`config.mk`:
```
export PLATFORM = sky130hd
export DESIGN_NAME = stack_param
export DESIGN_NICKNAME = d
export VERILOG_FILES = /design/src/rtl/stack_pkg.sv /design/src/rtl/stack_mem.sv /design/src/rtl/stack_param.sv
export SDC_FILE = /design/constraint.sdc
export NUM_CORES = 1
export LEC_CHECK = 0
export ABC_AREA = 1
export CAP_MARGIN = 10
export CORE_MARGIN = 1
export CORE_UTILIZATION = 44
export CTS_CLUSTER_DIAMETER = 50
export DETAILED_ROUTE_END_ITERATION = 10
export GPL_ROUTABILITY_DRIVEN = 0
export PLACE_DENSITY_LB_ADDON = 0.08
export SLEW_MARGIN = 0
export SYNTH_ARGS = -nofsm -noshare
export SYNTH_HDL_FRONTEND = slang
export SYNTH_HIERARCHICAL = 1
export SYNTH_SLANG_ARGS = --single-unit
```
`constraint.sdc`:
```
create_clock -name clk -period 3.2 [get_ports clk]
set_clock_uncertainty 0.15 [all_clocks]
set_input_delay 0.96 -clock clk [delete_from_list [all_inputs] [get_ports clk]]
set_output_delay 0.96 -clock clk [all_outputs]
set_load 0.02 [all_outputs]
```
`src/rtl/stack_pkg.sv`:
```
// Shared helpers for the parametrised LIFO stack: count width and op encoding.
package stack_pkg;

  localparam logic [1:0] OP_NONE = 2'd0;
  localparam logic [1:0] OP_POP  = 2'd1;
  localparam logic [1:0] OP_PUSH = 2'd2;
  localparam logic [1:0] OP_REPL = 2'd3;

  function automatic int unsigned cnt_w(input int unsigned depth);
    return $clog2(depth + 1);
  endfunction

endpackage

```
`src/rtl/stack_mem.sv`:
```
// DEPTH x WIDTH register array: one synchronous write port, two asynchronous read ports.
module stack_mem #(
  parameter int unsigned WIDTH = 16,
  parameter int unsigned DEPTH = 8,
  localparam int unsigned AW   = $clog2(DEPTH)
) (
  input  logic             clk,
  input  logic             wr_en,
  input  logic [AW-1:0]    wr_addr,
  input  logic [WIDTH-1:0] wr_data,
  input  logic [AW-1:0]    rd_addr_pop,
  output logic [WIDTH-1:0] rd_data_pop,
  input  logic [AW-1:0]    rd_addr_peek,
  output logic [WIDTH-1:0] rd_data_peek
);

  logic [WIDTH-1:0] mem [DEPTH];

  // Contents are intentionally never reset; count alone defines what is valid.
  always_ff @(posedge clk) begin
    if (wr_en) begin
      mem[wr_addr] <= wr_data;
    end
  end

  assign rd_data_pop  = mem[rd_addr_pop];
  assign rd_data_peek = mem[rd_addr_peek];

endmodule

```
`src/rtl/stack_param.sv`:
```
// Parametrised LIFO stack with registered pop data, peek, occupancy flags,
// replace-top on simultaneous push+pop, and sticky overflow/underflow flags.
module stack_param
  import stack_pkg::*;
#(
  parameter int unsigned WIDTH    = 16,
  parameter int unsigned DEPTH    = 8,
  parameter int unsigned AF_LEVEL = 6
) (
  input  logic                         clk,
  input  logic                         reset,
  input  logic                         push,
  input  logic                         pop,
  input  logic                         err_clr,
  input  logic [WIDTH-1:0]             value_in,
  output logic [WIDTH-1:0]             value_out,
  output logic                         pop_valid,
  output logic [WIDTH-1:0]             top_value,
  output logic [$clog2(DEPTH+1)-1:0]   count,
  output logic                         full,
  output logic                         empty,
  output logic                         almost_full,
  output logic                         overflow,
  output logic                         underflow
);

  localparam int unsigned CNT_W = cnt_w(DEPTH);
  localparam int unsigned AW    = $clog2(DEPTH);

  logic [CNT_W-1:0] count_q, count_c;
  logic [WIDTH-1:0] value_out_c;
  logic             pop_valid_c, overflow_c, underflow_c;
  logic             wr_en_c;
  logic [AW-1:0]    wr_addr_c, top_addr_c, sp_addr_c;
  logic [WIDTH-1:0] rd_pop_c, rd_peek_c;
  logic [1:0]       op_c;

  assign empty       = (count_q == '0);
  assign full        = (count_q == CNT_W'(DEPTH));
  assign almost_full = (count_q >= CNT_W'(AF_LEVEL));
  assign count       = count_q;

  // sp addresses the next free slot; top is sp-1 (held at 0 when empty).
  assign sp_addr_c  = AW'(count_q);
  assign top_addr_c = empty ? '0 : AW'(count_q - CNT_W'(1));
  assign op_c       = {push, pop};

  stack_mem #(
    .WIDTH (WIDTH),
    .DEPTH (DEPTH)
  ) u_mem (
    .clk          (clk),
    .wr_en        (wr_en_c & reset),
    .wr_addr      (wr_addr_c),
    .wr_data      (value_in),
    .rd_addr_pop  (top_addr_c),
    .rd_data_pop  (rd_pop_c),
    .rd_addr_peek (top_addr_c),
    .rd_data_peek (rd_peek_c)
  );

  assign top_value = empty ? '0 : rd_peek_c;

  // Op decode; a same-cycle set event overrides err_clr on the sticky flags.
  always_comb begin
    count_c     = count_q;
    value_out_c = value_out;
    pop_valid_c = 1'b0;
    overflow_c  = overflow & ~err_clr;
    underflow_c = underflow & ~err_clr;
    wr_en_c     = 1'b0;
    wr_addr_c   = sp_addr_c;
    case (op_c)
      OP_PUSH: begin
        if (!full) begin
          wr_en_c = 1'b1;
          count_c = count_q + CNT_W'(1);
        end else begin
          overflow_c = 1'b1;
        end
      end
      OP_POP: begin
        if (!empty) begin
          value_out_c = rd_pop_c;
          pop_valid_c = 1'b1;
          count_c     = count_q - CNT_W'(1);
        end else begin
          underflow_c = 1'b1;
        end
      end
      OP_REPL: begin
        wr_en_c = 1'b1;
        if (!empty) begin
          value_out_c = rd_pop_c;
          pop_valid_c = 1'b1;
          wr_addr_c   = top_addr_c;
        end else begin
          wr_addr_c   = '0;
          count_c     = CNT_W'(1);
          underflow_c = 1'b1;
        end
      end
      default: ;
    endcase
  end

  always_ff @(posedge clk) begin
    if (!reset) begin
      count_q   <= '0;
      value_out <= '0;
      pop_valid <= 1'b0;
      overflow  <= 1'b0;
      underflow <= 1'b0;
    end else begin
      count_q   <= count_c;
      value_out <= value_out_c;
      pop_valid <= pop_valid_c;
      overflow  <= overflow_c;
      underflow <= underflow_c;
    end
  end

endmodule
```
==> impl_metrics.ini <==
[cells_and_area]
stdcell_count = 1428
area_growth_pct = 35.4
fillCellCount = 1591
drive_gt1_share_pct = 23.4
final_util_pct = 61.6
nets = 1210
num_antenna_cells = 0

[detailed_routing]
viasPerCell = 5.08
drcViolationCount = 5
wire_per_inst_um = 17.1
wl_um = 24400
postRouteAntennaNets = 0
via_count = 7261
drt_iter0_drc = 461
drt_pre_antenna_iters = 8

[die]
row_count = 49
fp.dieH_um = 139
ios = 63
initial_utilization_pct = 45.5
die-area_um2 = 19300
die_w_um = 139
core_um2 = 18100

[clock_tree]
htree_levels = 4
cts_num_sinks = 151
cts.reportedPaths.clkPinSlew_ns = 0.06
clkLatencyLatePin_ns = 0.43
cts_tree = built
ctsHoldBuffers = 0
cts_root_buffer = clkbuf_16
cts_max_path_buffers = 2
cts_buffers = 17

[sta]
setup_ws_ns = -0.293
hold_slack_ns = 0.316
setup_viol = 16
grt_setup_unrepaired = yes
slew_headroom_pct = 47.6
period_needed_ns = 3.49
period_share_pct = 109
hold_violations = 0
drv_slew = 0
fmaxAchievable_mhz = 286
worst_pin_slew_ns = 0.785

[logic_synthesis]
yosysWarnings = 6
post-synth-top-area-cell = edfxtp_1
yosys.area.top_type_share_pct = 46.6
synth.ff_latch_count = 151
synth_seq_area_share_pct = 52.1
synth.distinct_cells = 24
syn_avg_cell_area_um2 = 7.77
synth_cells = 1063
synthesis.area_um2 = 8260
synthesis.nets = 1087
synth.area.top_cells = edfxtp_1 (47%), nand2_1 (20%), nand3_1 (8.4%)

[global_route]
antenna_found_initial = 0
grt_pass1_wl_um = 37100
overflow = 0
grt_pass1_vias = 6808
grt_max_degree = 37
track_usage_pct = 25.6

[power]
power_density_nw_per_um2 = 943
ir_drop_mv = 0.423
p_leak_nw = 5.24
power.total_mw = 10.5

[placement]
hpwl_um = 13900
numPortBuffers = 62
dpl.cell_count = 1363

[worst_hold_path]
min_from = underflow
hold_path_class = flop to flop

[worst_setup_path]
startpoint = count[0]
critPathKind = flop to primary output
path_max_fanout = 8
cp.required_ns = 2.09
cp.arrival_ns = 2.38
crit_path_start_kind = flop
r2r-start = count[0]
crit_path_end_kind = primary output

[outcome]
violations = DRC, setup timing
status = finished, violations left

[flow_run]
maxCapViolCount = 0
[placed cells by master, fill, tap and decap left out, types with 4 or more instances in the layout]
master	n
nand3_4	6
dfxtp_1	21
a21oi_1	5
buf_16	5
clkbuf_16	20
edfxtp_1	128
bufinv_16	4
buf_6	29
o21ai_0	23
nand2_1	411
buf_12	24
inv_1	146
nand3_1	94
clkdlybuf4s50_1	45
buf_4	46
inv_2	15
nand3_2	40
nor2_2	19
nand2_2	35
nor2_1	42
nor2_4	9
[repair_timing]
action,4_1_cts,5_1_grt
gates cloned,10,3
buffers inserted,24,2
setup endpoints to repair,17,17
pin swaps,16,67
resized for setup,133,108
[report_power, final]
group | internal (mW) | switching [mW]
Sequential | 2.27 | 0.0471
Combinational | 2.62 | 3.45
Clock | 1.31 | 0.848
Total | 6.20 | 4.34
[layer usage]
layer	global-route usage, %	share of wire (%)
met5	0	0
met4	10.0	2.2
met3	4.56	6.8
met2	42.2	48
met1	33.6	43
[worst paths after layout]
path,to,slack [ns],depth (start not counted)
worst min register to register,underflow,0.32,2
worst min-delay path,underflow,0.32,2
worst max-delay path,top_value[1],-0.29,16
worst max register to register,u_mem/mem[6][11],0.36,15
[cells by family (layout without fill, tap and decap cells)]
group                      count (synthesis)  count (layout)  synth area share (%)
and+or+nand+nor                          658             658                  32.6
buffers and inverters                    222             358                  13.0
DFF                                      151             151                  52.1
AOI/OAI and AO/OA                         28              28                  1.70
adders and majority gates                  3               3                 0.455
xor gates and xnor gates                   1               1                 0.106
[registers in the layout (all words and copies together) (netlist names)]
name	flops
pop_valid	1
u_mem/mem	128
overflow	1
value_out	16
count	4
underflow	1
[through the flow]
| stage | TNS [ns] | area (µm²) | worst slack, ns |
|---|---|---|---|
| 2_1_floorplan | 0 | 8330 | 0.00745 |
| 3_3_place_gp | -4.69 | 9520 | -0.334 |
| 3_5_place_dp | -5.06 | 9520 | -0.345 |
| 4_1_cts | -4.23 | 10800 | -0.285 |
| 5_1_grt | -5.92 | 11200 | -0.400 |
| 6_report | -4.28 | 11200 | -0.293 |
[Yosys cell counts]
| cell type | instances |
|---|---|
| nand2_1 | 444 |
| inv_1 | 161 |
| nand3_1 | 138 |
| edfxtp_1 | 128 |
| nor2_1 | 69 |
| buf_2 | 23 |
| dfxtp_1 | 23 |
| o21ai_0 | 23 |
| buf_6 | 18 |
| buf_4 | 9 |
| a21oi_1 | 5 |
| inv_2 | 4 |
| ha_1 | 3 |
| buf_12 | 2 |
| clkbuf_1 | 2 |
| nand2_2 | 2 |
| nand3_4 | 2 |
| clkbuf_2 | 1 |
| inv_6 | 1 |
| inv_8 | 1 |
| nand2_4 | 1 |
| nand4_1 | 1 |
| nor2_2 | 1 |
| xnor2_1 | 1 |
[worst max-delay path, cell delays in order, from the launching register on]
cell,delay (ns)
dfxtp_4,0.36
inv_4,0.04
ha_4,0.16
nand3_4,0.07
clkinvlp_4,0.12
buf_6,0.14
nor2_4,0.21
buf_6,0.16
inv_8,0.05
clkbuf_16,0.17
nand3_2,0.07
nand2_1,0.05
nand2_1,0.08
nand2_1,0.06
inv_1,0.06
nor2_2,0.04
buf_6,0.14
[area by class of cell]
type / count / area [µm²] / share of cell area [%]
clock buffers: 18 / 429 / 3.84
clock inverters: 14 / 196 / 1.76
inverters: 167 / 656 / 5.87
multi-input cells: 690 / 3330 / 29.8
flip-flops and latches: 151 / 4310 / 38.6
well taps: 229 / 287 / 2.56
repair buffers: 159 / 1960 / 17.6
(Power assumes the default switching activity.)
